`src/rtl/id_ex_hazard_stage_pkg.sv`:
```
// Shared defaults, constants and the EX control bundle for the ID/EX hazard stage.
`default_nettype none

package id_ex_hazard_stage_pkg;

  localparam int DATA_W_DEF = 32;
  localparam int REG_W_DEF  = 5;
  localparam int ALU_CTRL_W = 4;

  localparam logic [REG_W_DEF-1:0] ZERO_REG = '0;

  typedef struct packed {
    logic                  reg_write;
    logic                  mem_to_reg;
    logic                  mem_write;
    logic                  alu_src;
    logic [ALU_CTRL_W-1:0] alu_control;
  } ex_ctrl_t;

  // A bubble must never write the register file nor memory.
  localparam ex_ctrl_t BUBBLE_CTRL = '0;

endpackage

`default_nettype wire

```
`src/rtl/id_ex_hazard_stage_hazard_detect.sv`:
```
// Load-use and branch-in-ID hazard detection; purely combinational.
`default_nettype none

module hazard_detect
  import id_ex_hazard_stage_pkg::*;
#(
  parameter int REG_W = REG_W_DEF
) (
  input  logic [REG_W-1:0] id_rs,
  input  logic [REG_W-1:0] id_rt,
  input  logic             id_uses_rt,
  input  logic             id_branch,
  input  logic [REG_W-1:0] ex_write_reg,
  input  logic             ex_reg_write,
  input  logic             ex_mem_to_reg,
  input  logic [REG_W-1:0] mem_write_reg,
  input  logic             mem_reg_write,
  input  logic             mem_mem_to_reg,
  output logic             load_use,
  output logic             branch_hz
);

  logic ex_match;
  logic mem_match;

  // $0 is hardwired, so a write to it never creates a dependency.
  assign ex_match  = (ex_write_reg != REG_W'(ZERO_REG)) &&
                     ((ex_write_reg == id_rs) || (id_uses_rt && (ex_write_reg == id_rt)));
  assign mem_match = (mem_write_reg != REG_W'(ZERO_REG)) &&
                     ((mem_write_reg == id_rs) || (id_uses_rt && (mem_write_reg == id_rt)));

  assign load_use  = ex_mem_to_reg && ex_reg_write && ex_match;
  assign branch_hz = id_branch && ((ex_reg_write && ex_match) ||
                                   (mem_reg_write && mem_mem_to_reg && mem_match));

endmodule

`default_nettype wire

```
`src/rtl/id_ex_hazard_stage.sv`:
```
// ID/EX pipeline register with stall/bubble control and a consecutive-stall watchdog.
// Optional HAZARD_PERF_EN adds bubble and hold-cycle performance counters.
`default_nettype none

module id_ex_hazard_stage
  import id_ex_hazard_stage_pkg::*;
#(
  parameter int DATA_W    = DATA_W_DEF,
  parameter int REG_W     = REG_W_DEF,
  parameter int CNT_W     = 8,
  parameter int MAX_STALL = 64
) (
  input  logic                  CLK,
  input  logic                  RST,
  input  logic [REG_W-1:0]      ID_RS,
  input  logic [REG_W-1:0]      ID_RT,
  input  logic                  ID_UsesRT,
  input  logic                  ID_Branch,
  input  logic [REG_W-1:0]      ID_WriteReg,
  input  logic                  ID_RegWrite,
  input  logic                  ID_MemtoReg,
  input  logic                  ID_MemWrite,
  input  logic                  ID_ALUSrc,
  input  logic [ALU_CTRL_W-1:0] ID_ALUControl,
  input  logic [DATA_W-1:0]     ID_RD1,
  input  logic [DATA_W-1:0]     ID_RD2,
  input  logic [DATA_W-1:0]     ID_Imm,
  input  logic [REG_W-1:0]      EX_MEM_WriteReg,
  input  logic                  EX_MEM_RegWrite,
  input  logic                  EX_MEM_MemtoReg,
  input  logic                  EX_Hold,
  input  logic                  EX_Flush,
  output logic                  Stall_FD,
  output logic [REG_W-1:0]      EX_RS,
  output logic [REG_W-1:0]      EX_RT,
  output logic [REG_W-1:0]      EX_WriteReg,
  output logic                  EX_RegWrite,
  output logic                  EX_MemtoReg,
  output logic                  EX_MemWrite,
  output logic                  EX_ALUSrc,
  output logic [ALU_CTRL_W-1:0] EX_ALUControl,
  output logic [DATA_W-1:0]     EX_RD1,
  output logic [DATA_W-1:0]     EX_RD2,
  output logic [DATA_W-1:0]     EX_Imm,
  output logic                  Stall_Timeout
`ifdef HAZARD_PERF_EN
  ,
  output logic [31:0]           Perf_Bubbles,
  output logic [31:0]           Perf_HoldCycles
`endif
);

  localparam logic [31:0] MAX_STALL_U = 32'(MAX_STALL);

  logic             load_use;
  logic             branch_hz;
  logic             hazard;
  logic             load_bubble;
  logic             load_id;
  ex_ctrl_t         ex_ctrl;
  ex_ctrl_t         id_ctrl;
  logic [CNT_W-1:0] stall_cnt;
  logic [CNT_W-1:0] cnt_next;

  hazard_detect #(.REG_W(REG_W)) u_hazard_detect (
    .id_rs          (ID_RS),
    .id_rt          (ID_RT),
    .id_uses_rt     (ID_UsesRT),
    .id_branch      (ID_Branch),
    .ex_write_reg   (EX_WriteReg),
    .ex_reg_write   (EX_RegWrite),
    .ex_mem_to_reg  (EX_MemtoReg),
    .mem_write_reg  (EX_MEM_WriteReg),
    .mem_reg_write  (EX_MEM_RegWrite),
    .mem_mem_to_reg (EX_MEM_MemtoReg),
    .load_use       (load_use),
    .branch_hz      (branch_hz)
  );

  assign hazard   = load_use | branch_hz;
  assign Stall_FD = hazard | EX_Hold;

  // Flush beats hold; a hazard only inserts a bubble when EX is free to advance.
  assign load_bubble = EX_Flush | (~EX_Hold & hazard);
  assign load_id     = ~EX_Flush & ~EX_Hold & ~hazard;

  assign id_ctrl = '{reg_write:   ID_RegWrite,
                     mem_to_reg:  ID_MemtoReg,
                     mem_write:   ID_MemWrite,
                     alu_src:     ID_ALUSrc,
                     alu_control: ID_ALUControl};

  assign EX_RegWrite   = ex_ctrl.reg_write;
  assign EX_MemtoReg   = ex_ctrl.mem_to_reg;
  assign EX_MemWrite   = ex_ctrl.mem_write;
  assign EX_ALUSrc     = ex_ctrl.alu_src;
  assign EX_ALUControl = ex_ctrl.alu_control;

  always_ff @(posedge CLK) begin
    if (RST || load_bubble) begin
      ex_ctrl     <= BUBBLE_CTRL;
      EX_RS       <= '0;
      EX_RT       <= '0;
      EX_WriteReg <= '0;
      EX_RD1      <= '0;
      EX_RD2      <= '0;
      EX_Imm      <= '0;
    end else if (load_id) begin
      ex_ctrl     <= id_ctrl;
      EX_RS       <= ID_RS;
      EX_RT       <= ID_RT;
      EX_WriteReg <= ID_WriteReg;
      EX_RD1      <= ID_RD1;
      EX_RD2      <= ID_RD2;
      EX_Imm      <= ID_Imm;
    end
  end

  always_comb begin
    cnt_next = '0;
    if (Stall_FD) begin
      cnt_next = (stall_cnt == '1) ? stall_cnt : stall_cnt + CNT_W'(1);
    end
  end

  // Timeout is registered alongside the count it is derived from.
  always_ff @(posedge CLK) begin
    if (RST) begin
      stall_cnt     <= '0;
      Stall_Timeout <= 1'b0;
    end else begin
      stall_cnt     <= cnt_next;
      Stall_Timeout <= (32'(cnt_next) >= MAX_STALL_U);
    end
  end

`ifdef HAZARD_PERF_EN
  always_ff @(posedge CLK) begin
    if (RST) begin
      Perf_Bubbles    <= '0;
      Perf_HoldCycles <= '0;
    end else begin
      if (load_bubble) Perf_Bubbles    <= Perf_Bubbles + 32'd1;
      if (EX_Hold)     Perf_HoldCycles <= Perf_HoldCycles + 32'd1;
    end
  end
`endif

endmodule

`default_nettype wire

```
`config.mk`:
```
export PLATFORM = sky130hd
export DESIGN_NAME = id_ex_hazard_stage
export DESIGN_NICKNAME = d
export VERILOG_FILES = /design/src/rtl/id_ex_hazard_stage_pkg.sv /design/src/rtl/id_ex_hazard_stage_hazard_detect.sv /design/src/rtl/id_ex_hazard_stage.sv
export SDC_FILE = /design/constraint.sdc
export NUM_CORES = 1
export LEC_CHECK = 0
export BUFFER_PORTS_ARGS = -buffer_cell sky130_fd_sc_hd__buf_2
export CORE_MARGIN = 2
export CORE_UTILIZATION = 35
export CTS_CLUSTER_DIAMETER = 60
export CTS_CLUSTER_SIZE = 40
export DETAILED_ROUTE_END_ITERATION = 7
export PLACE_DENSITY_LB_ADDON = 0.05
export SLEW_MARGIN = 10
export SYNTH_ARGS = -nofsm -noshare
export SYNTH_HDL_FRONTEND = slang
export SYNTH_HIERARCHICAL = 1
export SYNTH_SLANG_ARGS = --single-unit
```
`constraint.sdc`:
```
create_clock -name CLK -period 2.7 [get_ports CLK]
set_input_delay 0 -clock CLK [delete_from_list [all_inputs] [get_ports CLK]]
set_output_delay 0 -clock CLK [all_outputs]
set_load 0.03 [all_outputs]
```
==> results.py, run 1 <==
metrics = {
    "yosys": {
        "yosysMostFrequentCell": "nand2_1",
        "synth_edf_count": 0,
        "synth_cells": 605,
        "synth_common_cells": "nand2_1, dfxtp_1, a21oi_1",
        "ys_warn_count": 6,
        "synth_area_leaders": "dfxtp_1, nand2_1, a21oi_1",
        "synth_top_cell_by_area": "dfxtp_1",
        "syn_avg_cell_area_um2": 7.98,
        "synth_fp_nets": 738,
        "synth_top_area_share_pct": 53.1,
        "ys_seq_area_share_pct": 53.1,
        "yosysUniqueCellTypes": 30,
        "synthArstFlopShare_pct": 0,
        "syn_area_mm2": 0.00483,
        "ys_seq_elements": 128,
        "ys.flop_type": "dfxtp_1",
    },
    "worst_setup_path": {
        "crit_top_cell": "nand2_1",
        "cpPeakStageDelay_ps": 520,
        "crit_path_cell_trace": "or4_1 > o21a_1 > nand2_1 > o22ai_1 > nor4_2 > buf_4 > buf_12 > nand2_1 > a21oi_1",
        "endpoint_kind": "flip-flop",
        "path_max_fanout": 39,
        "startpoint_type": "flip-flop",
        "worstSetupPathType": "flip-flop to flip-flop",
        "crit_slowest_cell": "or4_1",
        "worst-endpoint-required_ps": 3030,
        "arrival_ps": 2770,
    },
    "global_route": {
        "grt_pass1_vias": 5345,
        "use_met3_pct": 6.86,
        "use_met2_pct": 35.3,
        "met1_usage_pct": 23.2,
        "grt_antenna_before_repair": 1,
        "overflow": 0,
        "grt_use_total_pct": 20.8,
        "grt_pass1_wl_um": 24400,
        "grt_max_degree": 76,
        "top_usage_layer": "met2",
    },
    "sta": {
        "maxSlewViolCount": 0,
        "max_freq_ghz": 0.411,
        "rsz0062_at_grt": "no",
        "worst-slew-pin-transition_ps": 466,
        "finalCriticalPeriod_ps": 2430,
        "max-slew-margin-rel_pct": 68.9,
        "clock_skew_ps": 6.48,
        "finalSetupTns_ps": 0,
        "hold_viol": 0,
        "setup_ws_ps": 268,
        "finalCritPeriodShare_pct": 90.1,
        "setup_viol": 0,
    },
    "floorplan": {
        "die-area_mm2": 0.0148,
        "design.core.area_mm2": 0.0133,
        "row_count": 42,
        "dieWidth_um": 121,
        "start_util_pct": 36.2,
        "num_io_pins": 253,
        "fp.dieH_um": 121,
    },
    "worst_hold_path": {
        "hp-class": "input pin to flip-flop",
    },
    "detailed_routing": {
        "drt_iter0_markers": 216,
        "vias_per_cell": 4.65,
        "drtPass1Iterations": 6,
        "drc": 0,
        "wl_per_cell_um": 13.5,
        "wl_um": 15500,
        "ant_nets": 0,
        "route.vias.total": 5358,
    },
    "power_and_ir_drop": {
        "total_leakage_power_nw": 3.55,
        "totalPowerFinal_mw": 4.86,
        "p_sw_share_pct": 23.8,
        "p_sw_mw": 1.16,
        "internal_power_mw": 3.70,
        "power_frac_seq_pct": 40.2,
        "combPwrFrac_pct": 11.8,
        "ir_worst_vdd_uv": 378,
        "powerDensity_mw_per_mm2": 608,
        "pwr-share-clk_pct": 48.0,
    },
    "finish": {
        "drive_gt1_share_pct": 30.3,
        "area_growth_pct": 65.6,
        "fin_nets": 1095,
        "finish.utilization_pct": 59.9,
        "final_area_mm2": 0.00800,
        "fillers": 1180,
    },
    "run": {
        "cap_violations": 0,
    },
    "clocking": {
        "worstSkewPairLatency_ps": 410,
        "cts_root_buffer": "clkbuf_16",
        "clock_path_buffers": 2,
        "cts.sinks": 128,
        "htreeDepth": 4,
        "path_clk_slew_ps": 60,
        "post_cts_buffers": 0,
        "cts_tree": "done",
        "numCtsBuffers": 17,
    },
    "placed_design": {
        "place.port_buffers": 252,
        "placed_cell_area_mm2": 0.00618,
        "gp_congestion": 0.732,
        "dp_hpwl_um": 10000,
        "dp_slack_ps": 244,
    },
    "status": {
        "status": "finished clean",
    },
}
-- routing by layer --
metal | share of wire [%] | vias up | wire length [µm]
li1 | - | 2703 | -
met5 | 0 | - | 0
met4 | 3.1 | 0 | 481
met3 | 7.7 | 43 | 1190
met1 | 40 | 2411 | 6250
met2 | 49 | 201 | 7570
-- worst max-delay path: cells and delay by family (launching register included) --
kind            cells  cell delay, ps
simple gates        4            1070
compound gates      3             480
flops               1             360
buf+inv             2             420
-- final timing paths --
kind | startpoint | to | slack, ps | depth (start not counted)
max | EX_WriteReg[3] | EX_Imm[30] | 270 | 9
min | EX_Flush | EX_RD1[31] | 90 | 5
max reg2reg | EX_WriteReg[3] | EX_Imm[30] | 270 | 9
min reg2reg | EX_Imm[7] | EX_Imm[7] | 450 | 2
-- logic make-up (layout without fill, tap and decap cells) --
group,after synthesis,after routing,synth area share [%]
adders and majority gates,1,1,0.259
buffers and inverters,43,413,5.49
other,0,1,0
xor gates and xnor gates,20,20,3.63
AOI/OAI and AO/OA,137,137,14.8
and+or+nand+nor,276,276,22.8
DFF,128,128,53.1
-- flip-flops by register name, summed over array words and instances (netlist names), 4 cells and up --
| signal | cells |
|---|---|
| stall_cnt | 8 |
| EX_WriteReg | 5 |
| EX_RS | 5 |
| EX_ALUControl | 4 |
| EX_RD1 | 32 |
| EX_Imm | 32 |
| EX_RD2 | 32 |
| EX_RT | 5 |
-- power by group through the flow --
stage               clock, mW  sequential [mW]  combinational, mW
global placement            0             1.99              0.430
CTS                      2.39             1.95              0.573
floorplan                   0             2.07              0.176
global route             2.49             1.96              0.622
finish                   2.33             1.95              0.574
detailed placement          0             1.99              0.436
-- layout make-up --
cell class | count | area (µm²) | share of cell area [%]
inverter | 2 | 7.51 | 0.0939
tap | 176 | 220 | 2.75
clock buffer | 19 | 453 | 5.67
sequential | 128 | 2560 | 32.1
antenna | 1 | 2.50 | 0.0313
multi-input combinational | 434 | 2020 | 25.3
timing repair buffer | 379 | 2570 | 32.1
clock inverter | 13 | 161 | 2.02
-- cell usage in the layout, fill, tap and decap left out, types with 2 or more instances in the layout --
cell type      instances
buf_2                252
nand2_1              242
dfxtp_1              128
a21oi_1              122
dlygate4sd3_1        119
xor2_1                18
clkbuf_16             17
nor3_1                10
nor2_1                 6
clkinvlp_4             4
buf_12                 4
a31oi_1                3
nand3_1                3
nor4_1                 3
bufinv_16              3
clkinv_2               3
buf_4                  3
or3_1                  2
inv_1                  2
nand4_1                2
o21ai_0                2
a211oi_1               2
o21a_1                 2
clkbuf_8               2
clkinv_4               2
xnor2_1                2
a32oi_1                2
or4_1                  2
-- timing repair --
action,4_1_cts,5_1_grt
resized for setup,0,1
setup endpoints to repair,0,4
endpoints found under the hold margin,119,0
hold buffers,119,0
-- through the flow --
step | hold slack [ps] | std cells
2_1_floorplan | 136 | 605
5_1_grt | 99.5 | 1151
3_3_place_gp | 240 | 1000
4_1_cts | 73.6 | 1151
3_5_place_dp | 247 | 1000
6_report | 88.3 | 1152
Note: power is estimated with default switching activity, not from simulation.
==> run 2: changes to the inputs <==
==> constraint.sdc (replaced) <==
create_clock -name CLK -period 2.72 [get_ports CLK]
set_input_delay 0 -clock CLK [delete_from_list [all_inputs] [get_ports CLK]]
set_output_delay 0 -clock CLK [all_outputs]
set_load 0.03 [all_outputs]
==> run 2 against run 1 <==
Net effect: clock skew is essentially flat; critical endpoint is now EX_RD1[21]; critical path depth decreased by 1; die area did not move; power shrank 1.4%; largest cell class unchanged; cell area decreased by 0.14%; combinational power barely moved; sequential power barely moved.
==> results.py, run 2 (synthesized netlist as in run 1, its figures left out) <==
metrics = {
    "clocking": {
        "cts_root_buffer": "clkbuf_16",
        "cts.sinks": 128,
        "clock_path_buffers": 2,
        "path_clk_slew_ps": 50,
        "numCtsBuffers": 17,
        "worstSkewPairLatency_ps": 410,
        "post_cts_buffers": 0,
        "cts_tree": "done",
        "htreeDepth": 4,
    },
    "sta": {
        "setup_viol": 0,
        "finalCriticalPeriod_ps": 2440,
        "worst-slew-pin-transition_ps": 483,
        "finalSetupTns_ps": 0,
        "hold_viol": 0,
        "finalCritPeriodShare_pct": 89.6,
        "max-slew-margin-rel_pct": 67.8,
        "maxSlewViolCount": 0,
        "clock_skew_ps": 6.33,
        "setup_ws_ps": 282,
        "rsz0062_at_grt": "no",
        "max_freq_ghz": 0.410,
    },
    "run": {
        "cap_violations": 0,
    },
    "power_and_ir_drop": {
        "internal_power_mw": 3.71,
        "powerDensity_mw_per_mm2": 600,
        "p_sw_mw": 1.08,
        "combPwrFrac_pct": 11.9,
        "total_leakage_power_nw": 3.56,
        "totalPowerFinal_mw": 4.79,
        "ir_worst_vdd_uv": 353,
        "pwr-share-clk_pct": 47.6,
        "power_frac_seq_pct": 40.5,
        "p_sw_share_pct": 22.5,
    },
    "worst_setup_path": {
        "reg2reg_depth": 8,
        "rrSetupSlack_ps": 280,
        "endpoint_kind": "flip-flop",
        "r2r-end": "EX_RD1[21]",
        "cpPeakStageDelay_ps": 540,
        "crit_path_cell_trace": "or4_1 > o21a_1 > nand2_1 > o22ai_1 > or4_4 > buf_12 > nand2_1 > a21oi_1",
        "crit_slowest_cell": "or4_1",
        "arrival_ps": 2700,
        "path_max_fanout": 95,
        "r2r_start": "EX_WriteReg[2]",
        "crit_top_cell": "nand2_1",
        "worst-endpoint-required_ps": 2980,
        "worstSetupPathType": "flip-flop to flip-flop",
        "startpoint_type": "flip-flop",
    },
    "detailed_routing": {
        "drtPass1Iterations": 5,
        "drc": 0,
        "vias_per_cell": 4.66,
        "wl_per_cell_um": 13.3,
        "route.vias.total": 5356,
        "wl_um": 15300,
        "drt_iter0_markers": 273,
        "ant_nets": 0,
    },
    "floorplan": {
        "row_count": 42,
        "fp.dieH_um": 121,
        "dieWidth_um": 121,
        "num_io_pins": 253,
        "die-area_mm2": 0.0148,
        "start_util_pct": 36.2,
        "design.core.area_mm2": 0.0133,
    },
    "global_route": {
        "grt_pass1_wl_um": 24300,
        "overflow": 0,
        "grt_antenna_before_repair": 0,
        "grt_pass1_vias": 5284,
        "grt_max_degree": 96,
        "grt_use_total_pct": 20.8,
    },
    "finish": {
        "fin_nets": 1095,
        "drive_gt1_share_pct": 29.8,
        "diodes": 0,
        "layout_common_cells": "buf_2, nand2_1, dfxtp_1",
        "final_area_mm2": 0.00798,
        "layout_commonest_cell": "buf_2",
        "fin_cells": 1149,
        "area_growth_pct": 65.4,
        "top_regs": "EX_Imm (32), EX_RD1 (32), EX_RD2 (32)",
    },
    "worst_hold_path": {
        "min_to": "stall_cnt[1]",
        "min_from": "RST",
        "holdPathStages": 3,
        "hp-class": "input pin to flip-flop",
    },
    "placed_design": {
        "dp_slack_ps": 311,
        "dp_cells": 1000,
        "placed_cell_area_mm2": 0.00620,
        "dp_hpwl_um": 9960,
        "place.port_buffers": 252,
        "gp_congestion": 0.752,
    },
    "status": {
        "status": "finished clean",
    },
}
==> run 2: cell types whose count changed in the layout (fill, tap and decap cells not counted) <==
cell	change
clkinv_4	-2
buf_6	-1
inv_6	-1
buf_12	+1
clkinvlp_4	-4
diode_2	-1
clkbuf_8	+2
clkbuf_1	+3
==> run 2: what timing repair did <==
| item | 4_1_cts | 5_1_grt |
|---|---|---|
| hold buffers | 119 | 0 |
| hold endpoints to repair | 119 | 0 |
| gates resized for setup | 0 | 0 |
==> run 2: worst max path at each step <==
stage / from / end / cells after the start
6_report: EX_WriteReg[2] / EX_RD1[21] / 8
4_1_cts: EX_WriteReg[2] / EX_RD2[2] / 9
3_5_place_dp: EX_WriteReg[2] / EX_RD2[2] / 9
3_3_place_gp: EX_WriteReg[2] / EX_RD2[4] / 8
5_1_grt: EX_WriteReg[0] / EX_RD1[27] / 8
2_1_floorplan: EX_WriteReg[2] / stall_cnt[0] / 8
==> run 2: routing by layer <==
layer,up-vias,track usage [%],share of wire [%]
met5,-,0,0
met4,0,9.05,2.8
met3,35,7.38,7.3
met2,215,35.3,49
met1,2410,23.5,41
li1,2696,-,-
==> run 2: power groups by stage <==
stage	Combinational, mW	Clock, mW	Sequential [mW]
CTS	0.571	2.34	1.94
detailed placement	0.436	0	1.98
global placement	0.430	0	1.98
finish	0.571	2.28	1.94
floorplan	0.175	0	2.05
global route	0.622	2.44	1.94
==> run 2: critical path, delay by kind of cell, from the launching register on <==
| kind | cells | cell delay [ps] |
|---|---|---|
| and+or+nand+nor | 4 | 1250 |
| DFF | 1 | 350 |
| buffers and inverters | 1 | 250 |
| AOI/OAI and AO/OA | 3 | 390 |
==> run 2: area by class of cell <==
| cell class | instances | area [µm²] |
|---|---|---|
| well taps | 176 | 220 |
| repair buffers | 379 | 2570 |
| multi-input cells | 434 | 2020 |
| inverters | 2 | 7.51 |
| fillers | 1207 | 5360 |
| clock buffers | 24 | 492 |
| flip-flops and latches | 128 | 2560 |
| clock inverters | 6 | 105 |
==> run 2: metrics by stage <==
stage          hold WS (ps)  util [%]
6_report                108      59.8
5_1_grt                 152      59.8
4_1_cts                 105      59.8
3_5_place_dp            246      46.4
3_3_place_gp            240      46.4
2_1_floorplan           136         -
==> run 3: changes to the inputs <==
--- a/config.mk
+++ b/config.mk
@@ -6,6 +6,7 @@
 export NUM_CORES = 1
 export LEC_CHECK = 0
 export BUFFER_PORTS_ARGS = -buffer_cell sky130_fd_sc_hd__buf_2
+export CORE_ASPECT_RATIO = 1.25
 export CORE_MARGIN = 2
 export CORE_UTILIZATION = 35
 export CTS_CLUSTER_DIAMETER = 60
==> run 3 against run 2 <==
Net effect: via count rose by 0.26%; critical path depth did not move; wire length rose by 2.0%; cell count did not move; clock-buffer cell count rose by 2; sequential power barely moved; clock power fell by 6%; combinational power barely moved; utilization fell by 1.5 points; first-iteration DRC count fell by 20%; non-clock buffer count did not move; hold slack got worse by 12 ps; largest cell class unchanged.
==> results.py, run 3 (synthesized netlist as in run 1, its figures left out) <==
metrics = {
    "sta": {
        "hold_slack_ps": 95.6,
        "finalSetupTns_ps": 0,
        "clock_skew_ps": 6.38,
        "max_freq_ghz": 0.407,
        "maxSlewViolCount": 0,
        "rsz0062_at_grt": "no",
        "setup_viol": 0,
        "worst-slew-pin-transition_ps": 418,
        "hold_viol": 0,
        "finalCriticalPeriod_ps": 2460,
        "finalCritPeriodShare_pct": 90.4,
        "max-slew-margin-rel_pct": 71.9,
    },
    "placed_design": {
        "dp_hpwl_um": 10200,
        "gp_congestion": 0.734,
        "place.port_buffers": 252,
        "placed_cell_area_mm2": 0.00619,
    },
    "worst_hold_path": {
        "hp-class": "input pin to flip-flop",
    },
    "finish": {
        "diodes": 0,
        "layout_common_cells": "buf_2, nand2_1, dfxtp_1",
        "top_regs": "EX_Imm (32), EX_RD1 (32), EX_RD2 (32)",
        "final_area_mm2": 0.00795,
        "layout_commonest_cell": "buf_2",
        "drive_gt1_share_pct": 29.8,
        "area_growth_pct": 64.6,
        "fin_nets": 1095,
    },
    "detailed_routing": {
        "ant_nets": 0,
        "route.vias.total": 5370,
        "drc": 0,
        "wl_um": 15600,
        "drtPass1Iterations": 5,
        "drt_iter0_markers": 218,
        "vias_per_cell": 4.67,
        "wl_per_cell_um": 13.6,
    },
    "worst_setup_path": {
        "critPathTopFamily": "simple AND/OR/NAND/NOR gates",
        "reg2reg_depth": 8,
        "endpoint_kind": "flip-flop",
        "worst-endpoint-required_ps": 3000,
        "crit_path_cell_trace": "or4_1 > o21a_1 > nand2_1 > o22ai_1 > or4_4 > buf_4 > nand2_1 > a21oi_1",
        "cpPeakStageDelay_ps": 550,
        "cp.buffers_inverters": 1,
        "cp_num_cells": 8,
        "arrival_ps": 2740,
        "rrSetupSlack_ps": 260,
        "startpoint_type": "flip-flop",
        "worstSetupStartpoint": "EX_WriteReg[2]",
        "worstSetupPathType": "flip-flop to flip-flop",
        "crit_slowest_cell": "or4_1",
        "r2r_start": "EX_WriteReg[2]",
        "worstSetupEndpoint": "EX_RD1[25]",
        "path_max_fanout": 39,
        "crit_top_cell": "nand2_1",
        "r2r-end": "EX_RD1[25]",
    },
    "run": {
        "cap_violations": 0,
    },
    "clocking": {
        "cts.sinks": 128,
        "path_clk_slew_ps": 50,
        "htreeDepth": 4,
        "worstSkewPairLatency_ps": 410,
        "clock_path_buffers": 2,
        "numCtsBuffers": 17,
        "cts_tree": "done",
        "cts_root_buffer": "clkbuf_16",
    },
    "floorplan": {
        "start_util_pct": 35.4,
        "num_io_pins": 253,
        "row_count": 48,
        "dieWidth_um": 109,
        "fp.dieH_um": 135,
        "design.core.area_mm2": 0.0136,
        "die-area_mm2": 0.0148,
    },
    "global_route": {
        "grt_max_degree": 83,
        "grt_pass1_wl_um": 24300,
        "grt_antenna_before_repair": 0,
        "grt_pass1_vias": 5179,
        "overflow": 0,
        "grt_use_total_pct": 20.8,
    },
    "status": {
        "status": "finished clean",
    },
    "power_and_ir_drop": {
        "total_leakage_power_nw": 3.54,
        "ir_worst_vdd_uv": 377,
        "powerDensity_mw_per_mm2": 586,
    },
}
run 3: layout make-up:
cell class / instances / area, µm²
multi-input combinational: 434 / 2020
clock inverter: 5 / 52.6
fill: 1231 / 5690
sequential: 128 / 2560
inverter: 2 / 7.51
clock buffer: 26 / 509
timing repair buffer: 379 / 2570
tap: 175 / 219
run 3: how the worst min path moves through the flow:
stage	from	end	slack, ps	depth (start not counted)
2_1_floorplan	ID_ALUControl[0]	EX_ALUControl[0]	140	2
3_3_place_gp	ID_ALUControl[2]	EX_ALUControl[2]	240	3
3_5_place_dp	ID_RD1[10]	EX_RD1[10]	250	3
4_1_cts	RST	stall_cnt[1]	70	3
5_1_grt	RST	stall_cnt[1]	110	3
6_report	RST	stall_cnt[1]	100	3
run 3: timing repair:
item / 4_1_cts / 5_1_grt
setup buffers: 0 / 0
resized for setup: 0 / 0
hold buffers: 119 / 0
hold endpoints to repair: 119 / 0
run 3: metrics by stage:
stage	setup slack [ps]	total power [mW]	utilization, %	instances
final	260	4.66	58.3	1149
after global routing	73.5	4.84	58.3	1149
after CTS	255	4.70	58.3	1149
after detailed placement	264	2.41	45.4	999
after global placement	328	2.41	45.4	999
after floorplan	314	2.23	-	605
run 3: power breakdown:
part / switching, mW / internal [mW]
Combinational: 0.300 / 0.272
Clock: 0.776 / 1.37
Sequential: 0.0220 / 1.92
Total: 1.10 / 3.56
run 3: layer usage:
layer	routed length, µm	vias to the layer above	GRT usage, %
li1	-	2694	-
met1	6460	2454	24.0
met2	7600	196	35.0
met3	1210	26	6.45
met4	352	0	9.62
met5	0	-	0
run 3: worst register-to-register path, stage by stage, from the launching register on:
cell and delay (ps):
dfxtp_1 350, or4_1 550, o21a_1 200, nand2_1 60
o22ai_1 130, or4_4 530, buf_4 270, nand2_1 150
a21oi_1 70
